<file path="config.mk">
export PLATFORM = sky130hd
export DESIGN_NAME = stage_event_logger_flat
export DESIGN_NICKNAME = d
export VERILOG_FILES = /design/src/rtl/stage_event_logger_if.sv /design/src/rtl/stage_event_logger.sv /design/src/flat_wrapper.sv
export SDC_FILE = /design/constraint.sdc
export NUM_CORES = 1
export LEC_CHECK = 0
export ABC_AREA = 1
export BUFFER_PORTS_ARGS = -buffer_cell sky130_fd_sc_hd__buf_2
export CAP_MARGIN = 10
export CORE_MARGIN = 3
export CORE_UTILIZATION = 41
export CTS_CLUSTER_DIAMETER = 50
export DETAILED_ROUTE_END_ITERATION = 6
export PLACE_DENSITY_LB_ADDON = 0.12
export REMOVE_ABC_BUFFERS = 1
export SLEW_MARGIN = 20
export SYNTH_ARGS = -nofsm -noshare
export SYNTH_HDL_FRONTEND = slang
export SYNTH_SLANG_ARGS = --single-unit
export TNS_END_PERCENT = 20
</file>
<file path="constraint.sdc">
create_clock -name clk -period 3.8 [get_ports clk]
set_input_delay 0 -clock clk [delete_from_list [all_inputs] [get_ports clk]]
set_output_delay 0 -clock clk [all_outputs]
set_load 0.1 [all_outputs]
</file>
<file path="src/rtl/stage_event_logger_if.sv">
// Readout bus of the stage event logger: first-word-fall-through valid/ready
// record stream plus the current FIFO occupancy.
// master = logger side, slave = host/consumer side.
interface stage_event_logger_if #(
    parameter int DEPTH = 16
);
    localparam int CNT_W = $clog2(DEPTH) + 1;

    logic             evt_rdy_i;
    logic             evt_vld_o;
    logic [31:0]      evt_data_o;
    logic [CNT_W-1:0] evt_cnt_o;

    modport master (
        input  evt_rdy_i,
        output evt_vld_o,
        output evt_data_o,
        output evt_cnt_o
    );

    modport slave (
        output evt_rdy_i,
        input  evt_vld_o,
        input  evt_data_o,
        input  evt_cnt_o
    );
endinterface

</file>
<file path="src/rtl/stage_event_logger.sv">
// Timestamped logger for the pipeline stage handshake flags.
// Each level change on status_i is stamped with a free-running cycle count,
// held in a per-flag pending slot, and moved into a record FIFO one record
// per cycle (lowest flag index first). The host drains the FIFO through a
// first-word-fall-through valid/ready port.
// Build option: define STAGE_EVT_FALL_EN to log falling edges as well as
// rising edges; without it only rises are logged and bit 28 is always 1.
// Record: [31:29] flag index, [28] new level, [27:TS_W] zero, [TS_W-1:0] stamp.
module stage_event_logger #(
    parameter int NUM_FLAGS = 8,
    parameter int DEPTH     = 16,
    parameter int TS_W      = 24
) (
    input  logic                  clk,
    input  logic                  rst_n,
    input  logic [NUM_FLAGS-1:0]  status_i,
    input  logic                  clear_i,
    stage_event_logger_if.master  evt,
    output logic                  overflow_o
);
    localparam int AW    = $clog2(DEPTH);
    localparam int CNT_W = AW + 1;
    localparam int PAD_W = 28 - TS_W;

    logic [TS_W-1:0]      ts_reg;
    logic [NUM_FLAGS-1:0] prev_reg;
    logic [NUM_FLAGS-1:0] chg_evt;

    logic [NUM_FLAGS-1:0] pend_vec;
    logic [NUM_FLAGS-1:0] pend_lvl_vec;
    logic [TS_W-1:0]      pend_ts_arr [NUM_FLAGS];

    logic [NUM_FLAGS-1:0] emit_onehot;
    logic                 emit_vld;
    logic [2:0]           emit_idx;
    logic                 emit_lvl;
    logic [TS_W-1:0]      emit_ts;
    logic [31:0]          emit_rec;

    logic [31:0]          mem [DEPTH];
    logic [AW-1:0]        wr_ptr_reg;
    logic [AW-1:0]        rd_ptr_reg;
    logic [CNT_W-1:0]     count_reg;
    logic                 ovf_reg;

    logic                 fifo_full;
    logic                 fifo_nempty;
    logic                 pop;
    logic                 push;
    logic                 drop;
    logic                 pend_lost;

    // Flags that produce an event this cycle
`ifdef STAGE_EVT_FALL_EN
    assign chg_evt = status_i ^ prev_reg;
`else
    assign chg_evt = status_i & ~prev_reg;
`endif

    // Free-running timestamp and previous-level copy; clear realigns both
    always_ff @(posedge clk or negedge rst_n) begin
        if (!rst_n) begin
            ts_reg   <= '0;
            prev_reg <= '0;
        end else if (clear_i) begin
            ts_reg   <= '0;
            prev_reg <= status_i;
        end else begin
            ts_reg   <= ts_reg + TS_W'(1);
            prev_reg <= status_i;
        end
    end

    // Per-flag pending slot: a new change wins over an older unsent one
    for (genvar gi = 0; gi < NUM_FLAGS; gi++) begin : g_pend
        logic            bit_reg;
        logic [TS_W-1:0] ts_r;

        // Pending bit and stamp; a change on the flag being emitted re-arms it
        always_ff @(posedge clk or negedge rst_n) begin
            if (!rst_n) begin
                bit_reg <= 1'b0;
                ts_r    <= '0;
            end else if (clear_i) begin
                bit_reg <= 1'b0;
            end else if (chg_evt[gi]) begin
                bit_reg <= 1'b1;
                ts_r    <= ts_reg;
            end else if (emit_onehot[gi]) begin
                bit_reg <= 1'b0;
            end
        end

`ifdef STAGE_EVT_FALL_EN
        logic lvl_reg;

        // Level captured alongside the stamp
        always_ff @(posedge clk or negedge rst_n) begin
            if (!rst_n) begin
                lvl_reg <= 1'b0;
            end else if (!clear_i && chg_evt[gi]) begin
                lvl_reg <= status_i[gi];
            end
        end

        assign pend_lvl_vec[gi] = lvl_reg;
`else
        assign pend_lvl_vec[gi] = 1'b1;
`endif

        assign pend_vec[gi]    = bit_reg;
        assign pend_ts_arr[gi] = ts_r;
    end

    // Lowest-index pending flag is the one emitted this cycle
    always_comb begin
        emit_idx = '0;
        emit_lvl = 1'b0;
        emit_ts  = '0;
        for (int i = NUM_FLAGS - 1; i >= 0; i--) begin
            if (pend_vec[i]) begin
                emit_idx = 3'(i);
                emit_lvl = pend_lvl_vec[i];
                emit_ts  = pend_ts_arr[i];
            end
        end
    end

    assign emit_vld    = |pend_vec;
    assign emit_onehot = pend_vec & (~pend_vec + NUM_FLAGS'(1));
    assign emit_rec    = {emit_idx, emit_lvl, {PAD_W{1'b0}}, emit_ts};

    assign fifo_nempty = (count_reg != '0);
    assign fifo_full   = (count_reg == CNT_W'(DEPTH));
    assign pop         = fifo_nempty & evt.evt_rdy_i & ~clear_i;
    // A full FIFO still accepts a record when the head leaves in the same cycle
    assign push        = emit_vld & ~clear_i & (~fifo_full | pop);
    assign drop        = emit_vld & fifo_full & ~pop;
    assign pend_lost   = |(chg_evt & pend_vec & ~emit_onehot);

    // Record storage; no reset needed, occupancy gates visibility
    always_ff @(posedge clk) begin
        if (push) begin
            mem[wr_ptr_reg] <= emit_rec;
        end
    end

    // FIFO pointers and occupancy
    always_ff @(posedge clk or negedge rst_n) begin
        if (!rst_n) begin
            wr_ptr_reg <= '0;
            rd_ptr_reg <= '0;
            count_reg  <= '0;
        end else if (clear_i) begin
            wr_ptr_reg <= '0;
            rd_ptr_reg <= '0;
            count_reg  <= '0;
        end else begin
            if (push) begin
                wr_ptr_reg <= wr_ptr_reg + AW'(1);
            end
            if (pop) begin
                rd_ptr_reg <= rd_ptr_reg + AW'(1);
            end
            if (push && !pop) begin
                count_reg <= count_reg + CNT_W'(1);
            end else if (pop && !push) begin
                count_reg <= count_reg - CNT_W'(1);
            end
        end
    end

    // Sticky loss flag: overwritten pending record or record dropped at full
    always_ff @(posedge clk or negedge rst_n) begin
        if (!rst_n) begin
            ovf_reg <= 1'b0;
        end else if (clear_i) begin
            ovf_reg <= 1'b0;
        end else if (pend_lost || drop) begin
            ovf_reg <= 1'b1;
        end
    end

    assign evt.evt_vld_o  = fifo_nempty;
    assign evt.evt_data_o = fifo_nempty ? mem[rd_ptr_reg] : 32'd0;
    assign evt.evt_cnt_o  = count_reg;
    assign overflow_o     = ovf_reg;

endmodule

</file>
<file path="src/flat_wrapper.sv">
// flat-port wrapper written by rule: the top's interface ports become plain ports
module stage_event_logger_flat 
#(
    parameter int NUM_FLAGS = 8,
    parameter int DEPTH     = 16,
    parameter int TS_W      = 24
)
  (clk, rst_n, status_i, clear_i, overflow_o, evt_evt_rdy_i, evt_evt_vld_o, evt_evt_data_o, evt_evt_cnt_o);
  stage_event_logger_if #(.DEPTH(DEPTH)) evt_i ();
  input  logic clk;
  input  logic rst_n;
  input  logic [NUM_FLAGS-1:0] status_i;
  input  logic clear_i;
  output logic overflow_o;
  input wire logic [$bits(evt_i.evt_rdy_i)-1:0] evt_evt_rdy_i;
  output wire logic [$bits(evt_i.evt_vld_o)-1:0] evt_evt_vld_o;
  output wire logic [$bits(evt_i.evt_data_o)-1:0] evt_evt_data_o;
  output wire logic [$bits(evt_i.evt_cnt_o)-1:0] evt_evt_cnt_o;
  assign evt_i.evt_rdy_i = evt_evt_rdy_i;
  assign evt_evt_vld_o = evt_i.evt_vld_o;
  assign evt_evt_data_o = evt_i.evt_data_o;
  assign evt_evt_cnt_o = evt_i.evt_cnt_o;
  stage_event_logger #(.NUM_FLAGS(NUM_FLAGS), .DEPTH(DEPTH), .TS_W(TS_W)) u_core (.clk(clk), .rst_n(rst_n), .status_i(status_i), .clear_i(clear_i), .evt(evt_i), .overflow_o(overflow_o));
endmodule
</file>
==> results of run 1 <==
-- area by class of cell --
cell class / count / area [µm²]
timing repair buffer: 104 / 1200
tap: 931 / 1160
fill: 6297 / 35700
inverter: 83 / 317
sequential: 694 / 19600
multi-input combinational: 1768 / 8350
clock buffer: 109 / 2370
clock inverter: 52 / 556
-- what timing repair did --
action / 4_1_cts / 5_1_grt
gates resized for setup: 0 / 0
endpoints found under the hold margin: 124 / 0
buffers inserted: 0 / 0
hold buffers: 11 / 0
-- worst paths after layout --
kind                                     startpoint                         to  slack, ns
max                            u_core.rd_ptr_reg[0]         evt_evt_data_o[30]       0.31
min                                     status_i[5]         u_core.prev_reg[5]       0.04
max reg2reg                u_core.g_pend[5].bit_reg           u_core.mem[3][3]       0.79
min reg2reg                      u_core.prev_reg[0]   u_core.g_pend[0].bit_reg       0.45
max in group asynchronous                     rst_n  u_core.g_pend[6].ts_r[13]       2.83
min in group asynchronous                     rst_n  u_core.g_pend[6].ts_r[22]       0.05
-- cell families (layout without fill, tap and decap cells) --
| family | after synthesis | after routing |
|---|---|---|
| buffers and inverters | 250 | 348 |
| other | 1 | 4 |
| XOR/XNOR | 12 | 12 |
| multiplexers | 28 | 28 |
| flip-flops | 694 | 694 |
| AO/OA/AOI/OAI | 616 | 616 |
| adder cells (fa/ha/maj) | 11 | 11 |
| AND/OR/NAND/NOR | 1097 | 1097 |
-- per-layer routing --
| metal | track usage [%] | share of wire, % | vias up |
|---|---|---|---|
| li1 | - | - | 9407 |
| met1 | 28.7 | 45 | 9781 |
| met2 | 34.4 | 48 | 514 |
| met3 | 3.30 | 5.0 | 108 |
| met4 | 4.72 | 1.9 | 0 |
| met5 | 0 | 0 | - |
-- critical path, cell delays in order, from the launching register on --
cell	delay [ns]
dfrtp_4	0.72
buf_12	0.41
o21ai_0	0.29
o22ai_1	0.29
nand2_1	0.08
nand2_1	0.10
nand2_1	0.06
nor2_1	0.30
buf_12	0.22
-- layout by cell type, fill, tap and decap left out, drive strengths merged --
| master | synthesis | final |
|---|---|---|
| a21o | 8 | 8 |
| a21oi | 158 | 158 |
| a22oi | 16 | 16 |
| buf | 95 | 93 |
| bufinv | 0 | 10 |
| clkbuf | 72 | 109 |
| clkinv | 2 | 31 |
| clkinvlp | 0 | 9 |
| conb | 1 | 4 |
| dfrtp | 246 | 246 |
| dlygate4sd3 | 0 | 11 |
| edfxtp | 448 | 448 |
| fa | 1 | 1 |
| ha | 10 | 10 |
| inv | 81 | 85 |
| mux2i | 28 | 28 |
| nand2 | 719 | 719 |
| nand3 | 90 | 90 |
| nand4 | 8 | 8 |
| nor2 | 237 | 237 |
| nor3 | 41 | 41 |
| nor3b | 2 | 2 |
| o211ai | 16 | 16 |
| o21a | 1 | 1 |
| o21ai | 357 | 357 |
| o22ai | 57 | 57 |
| o31ai | 3 | 3 |
| xnor2 | 2 | 2 |
| xor2 | 10 | 10 |
-- power by group --
group	switching, mW	leakage (nW)	internal, mW	total [mW]
sequential	0.162	7.51	8.45	8.61
clock	3.14	1.40	5.11	8.26
combinational	4.27	4.12	1.65	5.92
total	7.58	13.0	15.2	22.8
==> metrics, run 1 <==
post-synthesis async set-or-reset flop share=35.4%; most common library cells after synthesis=716 x nand2_1, 448 x edfxtp_1, 321 x o21ai_0, 246 x dfrtp_1, 228 x nor2_1; share of layout cells above drive strength 1=9.86%; Synth Area in Compound Gates=11.3%; crit path launch type=flop; crit path max fanout=152; Rel. slew slack=25.7%; utilization after layout=48.4%; Setup Crit Path Kind=flop to primary output; CP endpoint kind=primary output; CTS clk-pin slew, worst paths=0.05 ns; CTS H-tree depth=3; Final Power=22.8 mW; xor/xnor share of the synthesized area=0.363%; main combinational cell family by area after synthesis=simple AND/OR/NAND/NOR gates; Req. time, crit path=3.80 ns; cells after synthesis=2,709; final instance area=33,600 µm²; RSZ-0062 raised after global routing=false; Post-Synth Adder-Cell Area=0.501%; Layout Cells excl Fill=3,741; post-synthesis sequential area ratio=67.7%; Final Setup Violations=0; Synth top area share=46.4%; total clock sinks=694; ys flop type=edfxtp_1; placed standard-cell area=30,500 µm²; Power Dens Cells=679 nW/µm²; clk buf depth=3; minimum clock period=3.49 ns; Pleak=13.0 nW; antenna cells=0; drt drc=0; total number of vias=19.8k; Die Span Y=272 µm; Hold Fails Final Rpt=0; mux cell area share after synthesis=0.968%; # placed instances=3,569; die area=73,900 µm²; max reg flops=448; Placement Setup Slack=0.809 ns; I/O pins=51; Final nets=2,761; hold-critical path depth=2; number of buffers created by CTS=87; most common cell in the synthesized netlist=nand2_1; num rows=96; synthesized area=29,000 µm²; drt total wl=75,800 µm; Final GP Congestion=0.869; core area=69,300 µm²; Yosys Warn Count=0; Post-synth EDFFs=448; starting density of the core=41.8%; Remaining Overflow, GRT=0; fin. max-slew vios=0; cell taking the most area after synthesis=edfxtp_1; Worst EP arrival=3.49 ns; fin crit share=91.8%; status=complete, no violations; number of antenna violations at the first check in global routing=0; Worst-Skew Late Latency=0.62 ns; max_cap viols=0; syn avg cell area=10.7 µm²; drt pass-1 iters=5; Die Span X=272 µm; gr usage total=20.7%; Simple-Gate Fraction of Synth Area=15.2%; dominant cells by area after synthesis=edfxtp_1 46%, dfrtp_1 21%, nand2_1 9.3%; Netlist cell types=39; vias in the first global route=19.6k; global-route wire length before repair=118,000 µm; pin count of the biggest net entering global routing=153; Setup WS post-layout=0.312 ns; Tightest Hold Check Type=input port to flop; Root Buffer=clkbuf_16; Min Hold Slack=0.0365 ns; Max Clock Skew=0.0237 ns; post-route ant nets=0; 1st-iter DRT viols=1,848; clock tree from TritonCTS=built; Avg WL per Cell=20.3 µm; Worst-Margin Slew=1.11 ns; R2R cell count=9; VDD IR max=0.608 mV; Fin Setup TNS=0 ns; IO buf count=46; Yosys reg bits=694; area grow syn2layout=15.9%; Max Clk Rate=0.287 GHz; Avg Vias per Cell=5.30; HPWL Detailed=45,700 µm
No activity file was read; power rests on OpenSTA's default activity.
==> run 2: changes to the inputs <==
- CELL_PAD_IN_SITES_DETAIL_PLACEMENT: not set -> 0
- CELL_PAD_IN_SITES_GLOBAL_PLACEMENT: not set -> 2
- CORE_ASPECT_RATIO: not set -> 0.9
- HOLD_SLACK_MARGIN: not set -> 0.1
==> metrics, run 2 (synthesis results as in run 1) <==
Min-Delay Endpoint=u_core.g_pend[0].bit_reg; Rel. slew slack=34.3%; Worst EP arrival=3.35 ns; crit path launch type=flop; Final nets=2,788; clk buf depth=3; utilization after layout=48.8%; hold-critical path depth=4; total number of vias=19.8k; HPWL Detailed=47,700 µm; Worst-Skew Late Latency=0.62 ns; Tightest Hold Check Type=input port to flop; I/O pins=51; area of the multi-input gates=8360 µm²; drt pass-1 iters=5; R2R setup slack=1.11 ns; Final Setup Violations=0; fin. max-slew vios=0; Power Dens Cells=668 nW/µm²; area grow syn2layout=16.6%; antenna cells=0; Max Clock Skew=0.0191 ns; Final GP Congestion=0.784; drt total wl=80,000 µm; reg-to-reg endpoint=u_core.mem[11][4]; clock tree from TritonCTS=built; number of buffers created by CTS=83; Worst-Margin Slew=0.986 ns; Layout Cells excl Fill=3,765; drt drc=0; HP Start=status_i[0]; global-route wire length before repair=122,000 µm; Pleak=13.2 nW; minimum clock period=3.35 ns; Die Span X=286 µm; die area=73,900 µm²; CTS clk-pin slew, worst paths=0.06 ns; Req. time, crit path=3.80 ns; gr usage total=21.8%; post-route ant nets=0; core area=69,200 µm²; num rows=91; fin crit share=88.1%; vias in the first global route=19.6k; Remaining Overflow, GRT=0; number of antenna violations at the first check in global routing=1; RSZ-0062 raised after global routing=false; starting density of the core=41.8%; status=complete, no violations; VDD IR max=0.428 mV; R2R cell count=10; FF+latch area=19,600 µm²; share of layout cells above drive strength 1=10.5%; total clock sinks=694; Final Power=22.5 mW; # placed instances=3,589; Hold Fails Final Rpt=0; max reg flops=448; Setup Crit Path Kind=flop to primary output; crit path max fanout=78; CP endpoint kind=primary output; IO buf count=46; Root Buffer=clkbuf_16; reg2reg start=u_core.g_pend[2].bit_reg; 1st-iter DRT viols=1,501; pin count of the biggest net entering global routing=117; max_cap viols=0; CTS H-tree depth=3; Die Span Y=258 µm; most frequent cells in the layout=715 x nand2_1, 448 x edfxtp_1, 321 x o21ai_0; Avg Vias per Cell=5.25; Max Clk Rate=0.299 GHz; post-cts sizing count=0; Avg WL per Cell=21.2 µm; most common cell after layout, fill and taps aside=nand2_1; FILL cells=6,430
[run 2: worst max-delay path by stage]
stage,startpoint,slack (ns),cells after the start,to
floorplan,u_core.rd_ptr_reg[0],-3.05,7,evt_evt_data_o[0]
global placement,u_core.rd_ptr_reg[0],1.12,9,evt_evt_data_o[10]
detailed placement,u_core.rd_ptr_reg[0],1.10,7,evt_evt_data_o[23]
CTS,u_core.rd_ptr_reg[0],0.43,7,evt_evt_data_o[23]
global route,u_core.rd_ptr_reg[0],0.27,9,evt_evt_data_o[5]
finish,u_core.rd_ptr_reg[0],0.45,7,evt_evt_data_o[23]
[run 2: final cells by class]
class | instances | share of cell area (%)
multi-input combinational | 1768 | 24.8
sequential | 694 | 58.1
tap | 930 | 3.45
inverter | 83 | 0.938
clock inverter | 48 | 1.54
timing repair buffer | 135 | 4.46
clock buffer | 107 | 6.76
[run 2: layer usage]
metal / up-vias / global-route usage [%] / wire length, µm
met5: - / 0 / 0
met4: 0 / 5.97 / 1860
met3: 127 / 2.80 / 3150
met2: 436 / 36.1 / 38400
met1: 9715 / 30.3 / 36500
li1: 9478 / - / -
[run 2: metrics by stage]
| step | setup TNS [ns] | hold WS (ns) | instance area (µm²) | setup slack (ns) |
|---|---|---|---|---|
| after floorplan | -551.45 | -0.296 | 28100 | -3.05 |
| after global placement | 0 | 0.124 | 30700 | 1.12 |
| after detailed placement | 0 | 0.126 | 30700 | 1.10 |
| after CTS | 0 | 0.136 | 33800 | 0.429 |
| after global routing | 0 | 0.200 | 33800 | 0.270 |
| final | 0 | 0.198 | 33800 | 0.453 |
[run 2: where the power goes]
group / leakage [nW] / internal (mW) / switching [mW]
Clock: 1.37 / 4.83 / 3.19
Sequential: 7.51 / 8.44 / 0.163
Combinational: 4.28 / 1.67 / 4.25
Total: 13.2 / 14.9 / 7.61
[run 2: timing repair]
item | in CTS | in global routing
hold endpoints to repair | 213 | 0
hold buffers | 21 | 0
buffers inserted | 0 | 0
[run 2: worst max-delay path: stages (launching register included)]
cell and delay (ns):
dfrtp_4 0.66, inv_6 0.50, buf_12 0.35, o21ai_0 0.13
o22ai_1 0.22, a21oi_1 0.10, nor2_1 0.33, buf_12 0.23
